`src/rtl/fetch_pkg.sv`:
```
// Shared types for the dual-issue fetch path: sequencer state and pair-entry layout.
// No logic of its own.
// Backpressure: not applicable.
package fetch_pkg;

    localparam int PC_SIZE_DEF    = 32;
    localparam int INSTR_SIZE_DEF = 32;

    typedef enum logic [1:0] {
        ST_RUN   = 2'd0,
        ST_DRAIN = 2'd1,
        ST_HALT  = 2'd2
    } fetch_state_t;

    // Reference layout of one buffered pair at the default widths; the FIFO
    // stores the same field order as a flat vector so other widths work too.
    typedef struct packed {
        logic [PC_SIZE_DEF-1:0]    pc;
        logic                      slot0_valid;
        logic [INSTR_SIZE_DEF-1:0] instr0;
        logic [INSTR_SIZE_DEF-1:0] instr1;
    } fetch_entry_t;

    function automatic int entry_width(input int pc_w, input int instr_w);
        return pc_w + 1 + 2 * instr_w;
    endfunction

endpackage

```
`src/rtl/fetch_pair_fifo.sv`:
```
// Small flushable FIFO holding fetched instruction pairs; head is read straight from storage.
// Latency: a push is visible at head_dat the next cycle.
// Backpressure: push is ignored when full without a same-cycle pop; pop is ignored when empty.
module fetch_pair_fifo #(
    parameter int WIDTH = 97,
    parameter int DEPTH = 2
) (
    input  logic                       clk,
    input  logic                       rst_n,
    input  logic                       flush,
    input  logic                       push,
    input  logic [WIDTH-1:0]           push_dat,
    input  logic                       pop,
    output logic [WIDTH-1:0]           head_dat,
    output logic [$clog2(DEPTH):0]     count,
    output logic                       full,
    output logic                       empty
);

    localparam int AW = $clog2(DEPTH);
    localparam int CW = AW + 1;
    localparam logic [CW-1:0] DEPTH_C = CW'(DEPTH);

    logic [WIDTH-1:0] mem [DEPTH];
    logic [AW-1:0]    rd_ptr;
    logic [AW-1:0]    wr_ptr;
    logic             do_push;
    logic             do_pop;

    assign full     = (count == DEPTH_C);
    assign empty    = (count == '0);
    assign do_pop   = pop & ~empty;
    assign do_push  = push & (~full | do_pop);
    assign head_dat = mem[rd_ptr];

    // Storage, pointers and occupancy; flush drops every entry at once.
    always_ff @(posedge clk or negedge rst_n) begin
        if (!rst_n) begin
            for (int i = 0; i < DEPTH; i++) begin
                mem[i] <= '0;
            end
            rd_ptr <= '0;
            wr_ptr <= '0;
            count  <= '0;
        end else if (flush) begin
            rd_ptr <= '0;
            wr_ptr <= '0;
            count  <= '0;
        end else begin
            if (do_push) begin
                mem[wr_ptr] <= push_dat;
                wr_ptr      <= wr_ptr + 1'b1;
            end
            if (do_pop) begin
                rd_ptr <= rd_ptr + 1'b1;
            end
            case ({do_push, do_pop})
                2'b10:   count <= count + 1'b1;
                2'b01:   count <= count - 1'b1;
                default: count <= count;
            endcase
        end
    end

endmodule

```
`src/rtl/fetch_sequencer.sv`:
```
// Owns the fetch PC, requests aligned instruction pairs, buffers them and hands them to decode.
// Latency: pair fetched in cycle N is presented on pair_* in cycle N+1; redirect target valid in N+2.
// Backpressure: fetch stalls (PC held) when the pair buffer is full and decode does not pop.
module fetch_sequencer
    import fetch_pkg::*;
#(
    parameter int                  PC_SIZE    = PC_SIZE_DEF,
    parameter int                  INSTR_SIZE = INSTR_SIZE_DEF,
    parameter logic [PC_SIZE-1:0]  RESET_PC   = '0,
    parameter int                  FIFO_DEPTH = 2
) (
    input  logic                  clk_i,
    input  logic                  rst_n_i,
    output logic [PC_SIZE-1:0]    pc0_o,
    output logic [PC_SIZE-1:0]    pc1_o,
    input  logic [INSTR_SIZE-1:0] instr0_i,
    input  logic [INSTR_SIZE-1:0] instr1_i,
    input  logic                  done_i,
    input  logic                  redirect_valid_i,
    input  logic [PC_SIZE-1:0]    redirect_pc_i,
    output logic                  pair_valid_o,
    input  logic                  pair_ready_i,
    output logic [PC_SIZE-1:0]    pair_pc_o,
    output logic                  pair_slot0_valid_o,
    output logic [INSTR_SIZE-1:0] pair_instr0_o,
    output logic [INSTR_SIZE-1:0] pair_instr1_o,
    output logic                  halted_o
);

    localparam int EW = entry_width(PC_SIZE, INSTR_SIZE);
    localparam int CW = $clog2(FIFO_DEPTH) + 1;

    fetch_state_t          state;
    fetch_state_t          state_nxt;
    logic [PC_SIZE-1:0]    fpc;
    logic                  slot0_live;
    logic [PC_SIZE-1:0]    redirect_aligned;
    logic [CW-1:0]         count;
    logic                  full;
    logic                  empty;
    logic                  pop;
    logic                  push;
    logic                  drain_empty;
    logic [EW-1:0]         push_dat;
    logic [EW-1:0]         head_dat;
    logic                  unused_bits;

    // Word offset bits of the redirect target carry no meaning for pair fetch.
    assign unused_bits      = ^redirect_pc_i[1:0];
    assign redirect_aligned = {redirect_pc_i[PC_SIZE-1:3], 3'b000};

    assign pc0_o        = fpc;
    assign pc1_o        = fpc + PC_SIZE'(4);
    assign halted_o     = (state == ST_HALT);
    assign pair_valid_o = ~empty & (state != ST_HALT);
    assign pop          = pair_valid_o & pair_ready_i;
    assign push         = (state == ST_RUN) & ~done_i & ~redirect_valid_i & (~full | pop);
    // Buffer will be empty after this cycle (no pushes happen while draining).
    assign drain_empty  = empty | ((count == CW'(1)) & pop);
    assign push_dat     = {fpc, slot0_live, instr0_i, instr1_i};

    assign {pair_pc_o, pair_slot0_valid_o, pair_instr0_o, pair_instr1_o} = head_dat;

    fetch_pair_fifo #(
        .WIDTH (EW),
        .DEPTH (FIFO_DEPTH)
    ) u_fifo (
        .clk      (clk_i),
        .rst_n    (rst_n_i),
        .flush    (redirect_valid_i),
        .push     (push),
        .push_dat (push_dat),
        .pop      (pop),
        .head_dat (head_dat),
        .count    (count),
        .full     (full),
        .empty    (empty)
    );

    // Next-state: redirect restarts fetching from any state; end of program drains then halts.
    always_comb begin
        state_nxt = state;
        if (redirect_valid_i) begin
            state_nxt = ST_RUN;
        end else begin
            case (state)
                ST_RUN:   if (done_i) state_nxt = ST_DRAIN;
                ST_DRAIN: if (drain_empty) state_nxt = ST_HALT;
                ST_HALT:  state_nxt = ST_HALT;
                default:  state_nxt = ST_RUN;
            endcase
        end
    end

    // Fetch PC, state and the pending slot-0-dead marker left by a mid-pair redirect.
    always_ff @(posedge clk_i or negedge rst_n_i) begin
        if (!rst_n_i) begin
            state      <= ST_RUN;
            fpc        <= RESET_PC;
            slot0_live <= 1'b1;
        end else begin
            state <= state_nxt;
            if (redirect_valid_i) begin
                fpc        <= redirect_aligned;
                slot0_live <= ~redirect_pc_i[2];
            end else if (push) begin
                fpc        <= fpc + PC_SIZE'(8);
                slot0_live <= 1'b1;
            end
        end
    end

endmodule

```
`config.mk`:
```
export PLATFORM = sky130hd
export DESIGN_NAME = fetch_sequencer
export DESIGN_NICKNAME = d
export VERILOG_FILES = /design/src/rtl/fetch_pkg.sv /design/src/rtl/fetch_pair_fifo.sv /design/src/rtl/fetch_sequencer.sv
export SDC_FILE = /design/constraint.sdc
export NUM_CORES = 1
export LEC_CHECK = 0
export CORE_ASPECT_RATIO = 0.75
export CORE_MARGIN = 2
export CORE_UTILIZATION = 54
export CTS_BUF_LIST = sky130_fd_sc_hd__clkbuf_16
export CTS_CLUSTER_DIAMETER = 80
export DETAILED_ROUTE_END_ITERATION = 16
export PLACE_DENSITY = 0.95
export SYNTH_ARGS = -nofsm -noshare
export SYNTH_HDL_FRONTEND = slang
export SYNTH_HIERARCHICAL = 1
export SYNTH_SLANG_ARGS = --single-unit
export TNS_END_PERCENT = 100
```
`constraint.sdc`:
```
create_clock -name clk_i -period 4.5 [get_ports clk_i]
set_input_delay 1.125 -clock clk_i [delete_from_list [all_inputs] [get_ports clk_i]]
set_output_delay 1.125 -clock clk_i [all_outputs]
set_load 0.005 [all_outputs]
```
==> results.txt <==
status -> finished clean
first-pass iteration count of the detailed router -> 5
Core Region -> 0.01938 sq mm
WL final -> 25.22 mm
clock net sink count -> 230
average size of a mapped cell -> 13.38 sq um
RSZ-0062 raised after global routing -> no
GR Overflow Total -> 0
final setup violating endpoints -> 0
HP Class -> reg2reg
Post-synth EDFFs -> 0
Via density -> 5.621
Die ar. -> 0.02100 sq mm
CP Data Arrival Time -> 2.62 ns
Post-CTS Hold Buffers -> 0
initial core utilization -> 55.29%
Final TNS setup -> 0 ns
DR iter-0 viols -> 472
Port Buffers -> 255
fraction of registers with async set or reset after synthesis -> 100.0%
register area share after synthesis -> 53.72%
max-slew violation count -> 0
period utilisation layout -> 83.22%
switching share of total power -> 26.20%
power per cell area -> 559.5 mW/mm^2
Worst slew margin -> 34.40%
share of layout cells above drive strength 1 -> 33.37%
largest net degree at the start of global routing -> 113
maxcap violations -> 0
worst endpoint required time -> 3.38 ns
Synth Register Bits -> 230
commonest non-fill, non-tap cell in the layout -> mux2_2
vias in the first global route -> 7651
DR vias -> 7268
antenna violations before repair -> 0
post-CTS setup buffers -> 0
HPWL after detailed placement -> 16.77 mm
VDD IR max -> 0.3925 mV
Synth Flop Type -> dfrtp_1
post-synth cell types -> 47
P_int -> 0.005814 W
Net Sw Power -> 0.002063 W
crit start category -> flop
Crit. End Element -> output pin
Yosys warnings -> 6
final core utilization -> 72.66%
Final Hold Fails -> 0
Pleak -> 6.064 nW
Final min period -> 3.745 ns
Slew @ Worst Pin -> 0.9840 ns
critical path type -> reg2out
Comb pwr share -> 35.4%
diodes inserted -> 0
DR WL/cell -> 19.51 microns
fillers -> 1261
clock tree buffer depth -> 3
Worst-Skew Late Latency -> 0.49 ns
first-pass GRT wire length -> 40.68 mm
I/O Pins -> 264
most frequent cells in the layout -> mux2_2 (273), clkdlybuf4s50_1 (253), dfrtp_1 (228)
Layout Area Growth over Synthesis -> 31.40%
CTS resizes -> 0
Die Width -> 166.7 microns
Flop pwr share -> 42.8%
Mapped Area -> 0.01072 sq mm
clock share of power -> 21.8%
clk_skew -> 0.01321 ns
Placer Congestion -> 0.8351
gr usage total -> 23.90%
Final ANT Viol Nets -> 0
Row Count -> 44
Mapped Cells -> 801
Fmax achieved -> 0.2670 GHz
Max FO, Critical Path -> 45
clock root cell -> clkbuf_16
TritonCTS buffer count -> 22
maximum level of the CTS H-tree -> 1
NumNets Final -> 1131
# DRC -> 0
CTS tree -> yes
Clk pin slew, worst setup/hold paths -> 0.06 ns
chip height -> 126.0 microns
-- through the flow --
stage	instance area (sq um)	worst slack, ns	power (W)	hold WS [ns]	instances
after floorplan	10750	1.073	0.004681	0.4495	811
after global placement	13410	0.5846	0.006027	0.4657	1255
after detailed placement	13410	0.5410	0.006176	0.4684	1255
after CTS	14080	0.7253	0.007954	0.4768	1293
after global routing	14080	0.6709	0.008326	0.4996	1293
final	14080	0.7550	0.007877	0.4800	1293
-- state kept, by name (all words and copies together) (netlist names) --
signal	count
pc0_o	29
slot0_live	1
state	2
u_fifo/count	2
u_fifo/mem	194
u_fifo/rd_ptr	1
u_fifo/wr_ptr	1
-- path summary, 6_finish.rpt --
kind	startpoint	end	slack (ns)	depth (start not counted)
setup / recovery	u_fifo/rd_ptr	pair_instr0_o[6]	0.76	3
hold / removal	slot0_live	slot0_live	0.48	2
setup reg to reg	state[0]	u_fifo/mem[148]	1.31	9
hold reg to reg	slot0_live	slot0_live	0.48	2
max in group asynchronous	rst_n_i	u_fifo/mem[20]	2.86	2
min in group asynchronous	rst_n_i	u_fifo/mem[78]	0.68	1
-- cells in the mapped netlist, types with 11 or more instances --
master,instances,share of area [%]
mux2_4,19,2.7
xnor2_1,14,1.1
buf_2,13,0.61
o21ai_0,25,1.2
mux2_2,273,29
nand2_1,35,1.2
inv_1,12,0.42
clkbuf_1,47,1.6
nand4_1,12,0.70
nand3_1,11,0.51
dfrtp_1,229,53
-- power groups by stage --
stage | clock network [W] | registers (W) | logic [W]
after floorplan | 0 | 0.00322 | 0.00146
after global placement | 0 | 0.00332 | 0.00271
after detailed placement | 0 | 0.00339 | 0.00279
after CTS | 0.00177 | 0.00337 | 0.00282
after global routing | 0.00185 | 0.00347 | 0.00300
final | 0.00172 | 0.00337 | 0.00279
-- worst max-delay path, cell delays in order (launching register included) --
cell	delay [ns]
dfrtp_4	0.91
buf_4	0.36
mux2_2	0.37
clkdlybuf4s50_1	0.46
-- kinds of logic after synthesis --
family,Yosys count,share of synthesized area [%]
other,2,0.07009
buffers and inverters,88,3.795
AO/OA/AOI/OAI,49,2.989
AND/OR/NAND/NOR,111,5.535
XOR/XNOR,23,1.880
flip-flops,230,53.72
adder cells (fa/ha/maj),4,0.4671
multiplexers,294,31.54
-- per-layer routing --
layer	GRT usage [%]	part of all wire [%]	wire, microns
met1	33.21	44	11030
met2	38.65	48	12020
met3	5.154	6.2	1565
met4	6.288	2.4	608
met5	0	0	0
-- area by class of cell --
cell class                      instances  area, sq um  area share (%)
Clock buffer                           23        575.6           4.088
Multi-Input combinational cell        493         4599           32.67
Inverter                               12        45.04          0.3199
Clock inverter                         15        90.09          0.6398
Tap cell                              253        316.6           2.248
Sequential cell                       230         5761           40.91
Timing Repair Buffer                  267         2693           19.12
No activity file was read; power rests on OpenSTA's default activity.
